==> config.mk <==
export PLATFORM = sky130hd
export DESIGN_NAME = keypad_entry_ctrl
export DESIGN_NICKNAME = d
export VERILOG_FILES = /design/src/rtl/keypad_entry_ctrl.sv
export SDC_FILE = /design/constraint.sdc
export NUM_CORES = 1
export LEC_CHECK = 0
export CAP_MARGIN = 25
export CORE_UTILIZATION = 30
export DETAILED_ROUTE_END_ITERATION = 8
export GPL_ROUTABILITY_DRIVEN = 0
export SYNTH_ARGS = -nofsm -noshare
export SYNTH_HDL_FRONTEND = slang
export SYNTH_SLANG_ARGS = --single-unit
export TNS_END_PERCENT = 10
==> constraint.sdc <==
create_clock -name clk -period 3 [get_ports clk]
set_clock_uncertainty 0.2 [all_clocks]
set_input_delay 0.6 -clock clk [delete_from_list [all_inputs] [get_ports clk]]
set_output_delay 0.6 -clock clk [all_outputs]
set_load 0.05 [all_outputs]
==> src/rtl/keypad_entry_ctrl.sv <==
// Keypad entry sequencer: 4-digit BCD entry buffer with backspace/clear/enter,
// committed-value publication, and multiplexed 7-segment display scanning.
module keypad_entry_ctrl #(
    parameter int unsigned SCAN_DIV = 50000
) (
    input  logic        clk,
    input  logic        RST,
    input  logic        key_valid,
    input  logic [3:0]  key_code,
    output logic [15:0] value,
    output logic        value_valid,
    output logic [2:0]  count,
    output logic        full,
    output logic        locked,
    output logic [7:0]  seg,
    output logic [3:0]  cs
);

    localparam int unsigned DIV_W     = (SCAN_DIV > 1) ? $clog2(SCAN_DIV) : 1;
    localparam int unsigned MAX_DIGITS = 4;

    localparam logic [3:0] KEY_BSP = 4'hA;
    localparam logic [3:0] KEY_CLR = 4'hB;
    localparam logic [3:0] KEY_ENT = 4'hE;

    typedef enum logic [1:0] {
        ST_IDLE   = 2'd0,
        ST_ENTRY  = 2'd1,
        ST_LOCKED = 2'd2
    } state_t;

    state_t             r_state;
    logic [15:0]        r_buf;
    logic [2:0]         r_count;
    logic [15:0]        r_value;
    logic               r_value_valid;
    logic [DIV_W-1:0]   r_div;
    logic [1:0]         r_idx;
    logic [7:0]         r_seg;
    logic [3:0]         r_cs;

    state_t             w_state_nx;
    logic [15:0]        w_buf_nx;
    logic [2:0]         w_count_nx;
    logic [15:0]        w_value_nx;
    logic               w_value_valid_nx;
    logic               w_is_digit;
    logic [3:0]         w_slot_digit;
    logic               w_slot_on;
    logic [7:0]         w_seg_nx;

    function automatic logic [7:0] seg_encode(input logic [3:0] d);
        logic [7:0] s;
        case (d)
            4'd0:    s = 8'hC0;
            4'd1:    s = 8'hF9;
            4'd2:    s = 8'hA4;
            4'd3:    s = 8'hB0;
            4'd4:    s = 8'h99;
            4'd5:    s = 8'h92;
            4'd6:    s = 8'h82;
            4'd7:    s = 8'hF8;
            4'd8:    s = 8'h80;
            4'd9:    s = 8'h90;
            default: s = 8'hFF;
        endcase
        return s;
    endfunction

    // Entry state and datapath registers
    always_ff @(posedge clk or posedge RST) begin
        if (RST) begin
            r_state       <= ST_IDLE;
            r_buf         <= 16'h0000;
            r_count       <= 3'd0;
            r_value       <= 16'h0000;
            r_value_valid <= 1'b0;
        end else begin
            r_state       <= w_state_nx;
            r_buf         <= w_buf_nx;
            r_count       <= w_count_nx;
            r_value       <= w_value_nx;
            r_value_valid <= w_value_valid_nx;
        end
    end

    assign w_is_digit = (key_code <= 4'd9);

    // Key decode: next entry state, buffer, count and commit
    always_comb begin
        w_state_nx       = r_state;
        w_buf_nx         = r_buf;
        w_count_nx       = r_count;
        w_value_nx       = r_value;
        w_value_valid_nx = 1'b0;
        if (key_valid) begin
            if (w_is_digit) begin
                case (r_state)
                    ST_ENTRY: begin
                        if (r_count < 3'(MAX_DIGITS)) begin
                            w_buf_nx   = {r_buf[11:0], key_code};
                            w_count_nx = r_count + 3'd1;
                        end
                    end
                    default: begin
                        w_buf_nx   = {12'h000, key_code};
                        w_count_nx = 3'd1;
                        w_state_nx = ST_ENTRY;
                    end
                endcase
            end else if (key_code == KEY_BSP) begin
                if (r_state == ST_ENTRY) begin
                    w_buf_nx   = {4'h0, r_buf[15:4]};
                    w_count_nx = r_count - 3'd1;
                    if (r_count == 3'd1) begin
                        w_state_nx = ST_IDLE;
                    end
                end
            end else if (key_code == KEY_CLR) begin
                w_buf_nx   = 16'h0000;
                w_count_nx = 3'd0;
                w_state_nx = ST_IDLE;
            end else if (key_code == KEY_ENT) begin
                if (r_state == ST_ENTRY) begin
                    w_value_nx       = r_buf;
                    w_value_valid_nx = 1'b1;
                    w_state_nx       = ST_LOCKED;
                end
            end
        end
    end

    // Free-running digit scan, unaffected by key traffic
    always_ff @(posedge clk or posedge RST) begin
        if (RST) begin
            r_div <= '0;
            r_idx <= 2'd0;
        end else if (r_div == DIV_W'(SCAN_DIV - 1)) begin
            r_div <= '0;
            r_idx <= r_idx + 2'd1;
        end else begin
            r_div <= r_div + DIV_W'(1);
        end
    end

    assign w_slot_digit = r_buf[{r_idx, 2'b00} +: 4];
    assign w_slot_on    = (3'(r_idx) < r_count) || ((r_idx == 2'd0) && (r_count == 3'd0));

    // Leading slots beyond the entered digits stay blank; dp marks a locked value
    always_comb begin
        w_seg_nx = 8'hFF;
        if (w_slot_on) begin
            w_seg_nx = seg_encode(w_slot_digit);
            if ((r_state == ST_LOCKED) && (r_idx == 2'd0)) begin
                w_seg_nx[7] = 1'b0;
            end
        end
    end

    always_ff @(posedge clk or posedge RST) begin
        if (RST) begin
            r_seg <= 8'hFF;
            r_cs  <= 4'b1111;
        end else begin
            r_seg <= w_seg_nx;
            r_cs  <= ~(4'b0001 << r_idx);
        end
    end

    assign value       = r_value;
    assign value_valid = r_value_valid;
    assign count       = r_count;
    assign full        = (r_count == 3'(MAX_DIGITS));
    assign locked      = (r_state == ST_LOCKED);
    assign seg         = r_seg;
    assign cs          = r_cs;

endmodule

==> metrics <==
outcome=complete, no violations; setup slack, reg-to-reg=roughly 0.77 ns; synthesized area=3422 sq um; Placeable Area=10980 sq um; PD cells=679.3 nW/um^2; Longest Clk Path Bufs=2; top_reg_cell synth=dfrtp_1; via/cell ratio=between 4 and 5; # diodes=0; setup tns final=0 ns; CTS Hold Buffers Added=0; post-CTS sizing=0; DRT iter0 DRCs=98; minimum clock period=about 2.8 ns; drt wl/cell=14.61 microns; global-route wire length before repair=12.09 mm; Max Slew Vio Count=0; setup violators final=0; drt drc=0; Die Ht=about 110 microns; Synthesis Warnings=0; Layout Nets=359; Die Width=108.8 microns; syn_nets=between 300 and 400; largest net degree at the start of global routing=69; final WL=7.041 mm; initial antenna violation count=0; final-report hold violation count=0; Root Driver=clkbuf_16; die footprint=11840 sq um; CP max stage delay=around 0.8 ns; most frequent cells in the layout=56 x dfrtp_1, 40 x clkdlybuf4s50_1, 26 x mux2_2; area of the multi-input gates=1551 sq um; Worst Path Buf+Inv=2; synth unique cells=53; drt pass-1 iters=4; most common cell after layout, fill and taps aside=dfrtp_1; leakage=1.859 nW; clock sinks=68; CP endpoint kind=output pin; Req. time, crit path=2.20 ns; Initial Utilization=0.3116; Seq/Total Area, Yosys=0.5016; Peak supply drop=436.6 uV; area delta synth->final=25.12%; Max-slew headroom=0.5712; Num CTS Buffers=9; Skew-Pair Late Insertion Delay=0.33 ns; I/O pin cnt=41; vias in the first global route=2392; Post-CTS Repair Setup Buffers=0; CP Cell Sequence=inv_1, ha_1, and2_1, clkdlybuf4s50_1; FP Rows=38; fill count=1071; total area of sequential cells=between 1500 and 2000 sq um; Clock H-tree levels=3; Crit-path slowest cell=clkdlybuf4s50_1; DRT antenna net count=0; share of layout cells above drive strength 1=0.2222; Port Buffers=40; area leader, netlist=dfrtp_1; top achievable clock speed=0.3582 GHz; flops & latches, synth=68; HPWL after detailed placement=roughly 4.9 mm; Max FO, Critical Path=7; number of synthesized flops with an enable pin=0; critical path startpoint category=flip-flop; Post-synth ARST share=1.000; syn avg cell area=11.80 sq um; maxcap violations=0; top post-synthesis cells by area=dfrtp_1 41%, dfstp_2 9.2%, mux2_2 8.6%; clk slew on worst S/H paths=0.05 ns; Final Power=0.002908 W; Crit path max-delay family=buffers and inverters; Synth top area share=0.4095; RSZ-0062 raised after global routing=no; HP Class=flip-flop to flip-flop; Arr. time, crit path=~2 ns; Total Routing Usage GR=0.1353; Syn Inst Count=290; Setup CP Type=flip-flop to output pin; global route overflow=0; CTS tree=done; vias=2337; fin crit share=0.9305; Tightest Pin Transition=approximately 0.64 ns
-- logic make-up (layout without fill, tap and decap cells) --
logic type                 after synthesis  after routing  share of synthesized area
xor gates and xnor gates                13             13                    0.03327
muxes                                   37             37                     0.1353
AOI/OAI and AO/OA                       52             52                     0.1060
adders and majority gates               15             15                    0.05484
and+or+nand+nor                         73             73                     0.1240
DFF                                     68             68                     0.5016
buffers and inverters                   32             84                    0.04497
-- where the power goes --
group | total [W] | switching, W | internal, W | leakage (nW)
Sequential | 0.00112 | 0.0000691 | 0.00105 | 0.882
Clock | 0.000956 | 0.000376 | 0.000580 | 0.137
Combinational | 0.000831 | 0.000533 | 0.000298 | 0.840
Total | 0.00291 | 0.000978 | 0.00193 | 1.86
-- worst paths after layout --
| path | from | end | cells past startpoint |
|---|---|---|---|
| worst max register to register | r_idx[0]$_DFFE_PP0N_ | seg[4]$_DFF_PP1_ | 6 |
| worst max-delay path | count[0]$_DFFE_PP0P_ | full | 4 |
| max in group asynchronous | RST | seg[6]$_DFF_PP1_ | 3 |
| worst min register to register | r_div[0]$_DFF_PP0_ | r_div[0]$_DFF_PP0_ | 1 |
| worst min-delay path | r_div[0]$_DFF_PP0_ | r_div[0]$_DFF_PP0_ | 1 |
| min in group asynchronous | RST | value[12]$_DFFE_PP0P_ | 3 |
-- worst register-to-register path, stage by stage (launching register included) --
cell and delay (ns):
dfrtp_1 0.61, mux4_2 0.66, ha_1 0.23, inv_1 0.07, mux2i_1 0.06, mux2_2 0.26, nand2_1 0.07
-- flip-flops by register name, indices dropped and copies added (netlist names) --
name	flops
value	16
r_buf	16
cs	4
value_valid	1
r_idx	2
r_div	16
r_state	2
seg	8
count	3
-- area by class of cell --
type / count / share of cell area
clock buffers: 12 / 0.05757
clock inverters: 4 / 0.005260
inverters: 21 / 0.01841
multi-input cells: 190 / 0.3624
flip-flops and latches: 68 / 0.4009
well taps: 140 / 0.04091
repair buffers: 47 / 0.1146
-- routing by layer --
metal / track usage / vias to the layer above / routed length (microns)
li1: - / 1129 / -
met1: 0.1844 / 1152 / 3386
met2: 0.2012 / 44 / 3233
met3: 0.04184 / 12 / 311
met4: 0.05019 / 0 / 110
met5: 0 / - / 0
-- synthesized netlist by cell type (all sizes together) (3+ instances only) --
cell type / count
a21oi: 5
a22o: 9
buf: 8
clkbuf: 3
dfrtp: 56
dfstp: 12
ha: 15
inv: 21
mux2: 28
mux2i: 5
mux4: 4
nand2: 18
nand2b: 4
nand3: 4
nand4: 4
nor2: 13
nor2b: 7
nor3: 3
nor4: 3
o21ai: 21
o22ai: 3
o31ai: 5
xnor2: 9
xor2: 4
-- metrics by stage --
stage / util / worst slack [ns] / hold slack, ns / area (sq um) / std cells
after floorplan: - / 0.5083 / 0.2547 / 3422 / 290
after global placement: 0.3653 / 0.2470 / 0.2780 / 4013 / 466
after detailed placement: 0.3653 / 0.1641 / 0.2832 / 4013 / 466
after CTS: 0.3898 / 0.1640 / 0.2914 / 4282 / 482
after global routing: 0.3898 / 0.07359 / 0.3006 / 4282 / 482
final: 0.3898 / 0.2084 / 0.2925 / 4282 / 482
No activity file was read; power rests on OpenSTA's default activity.
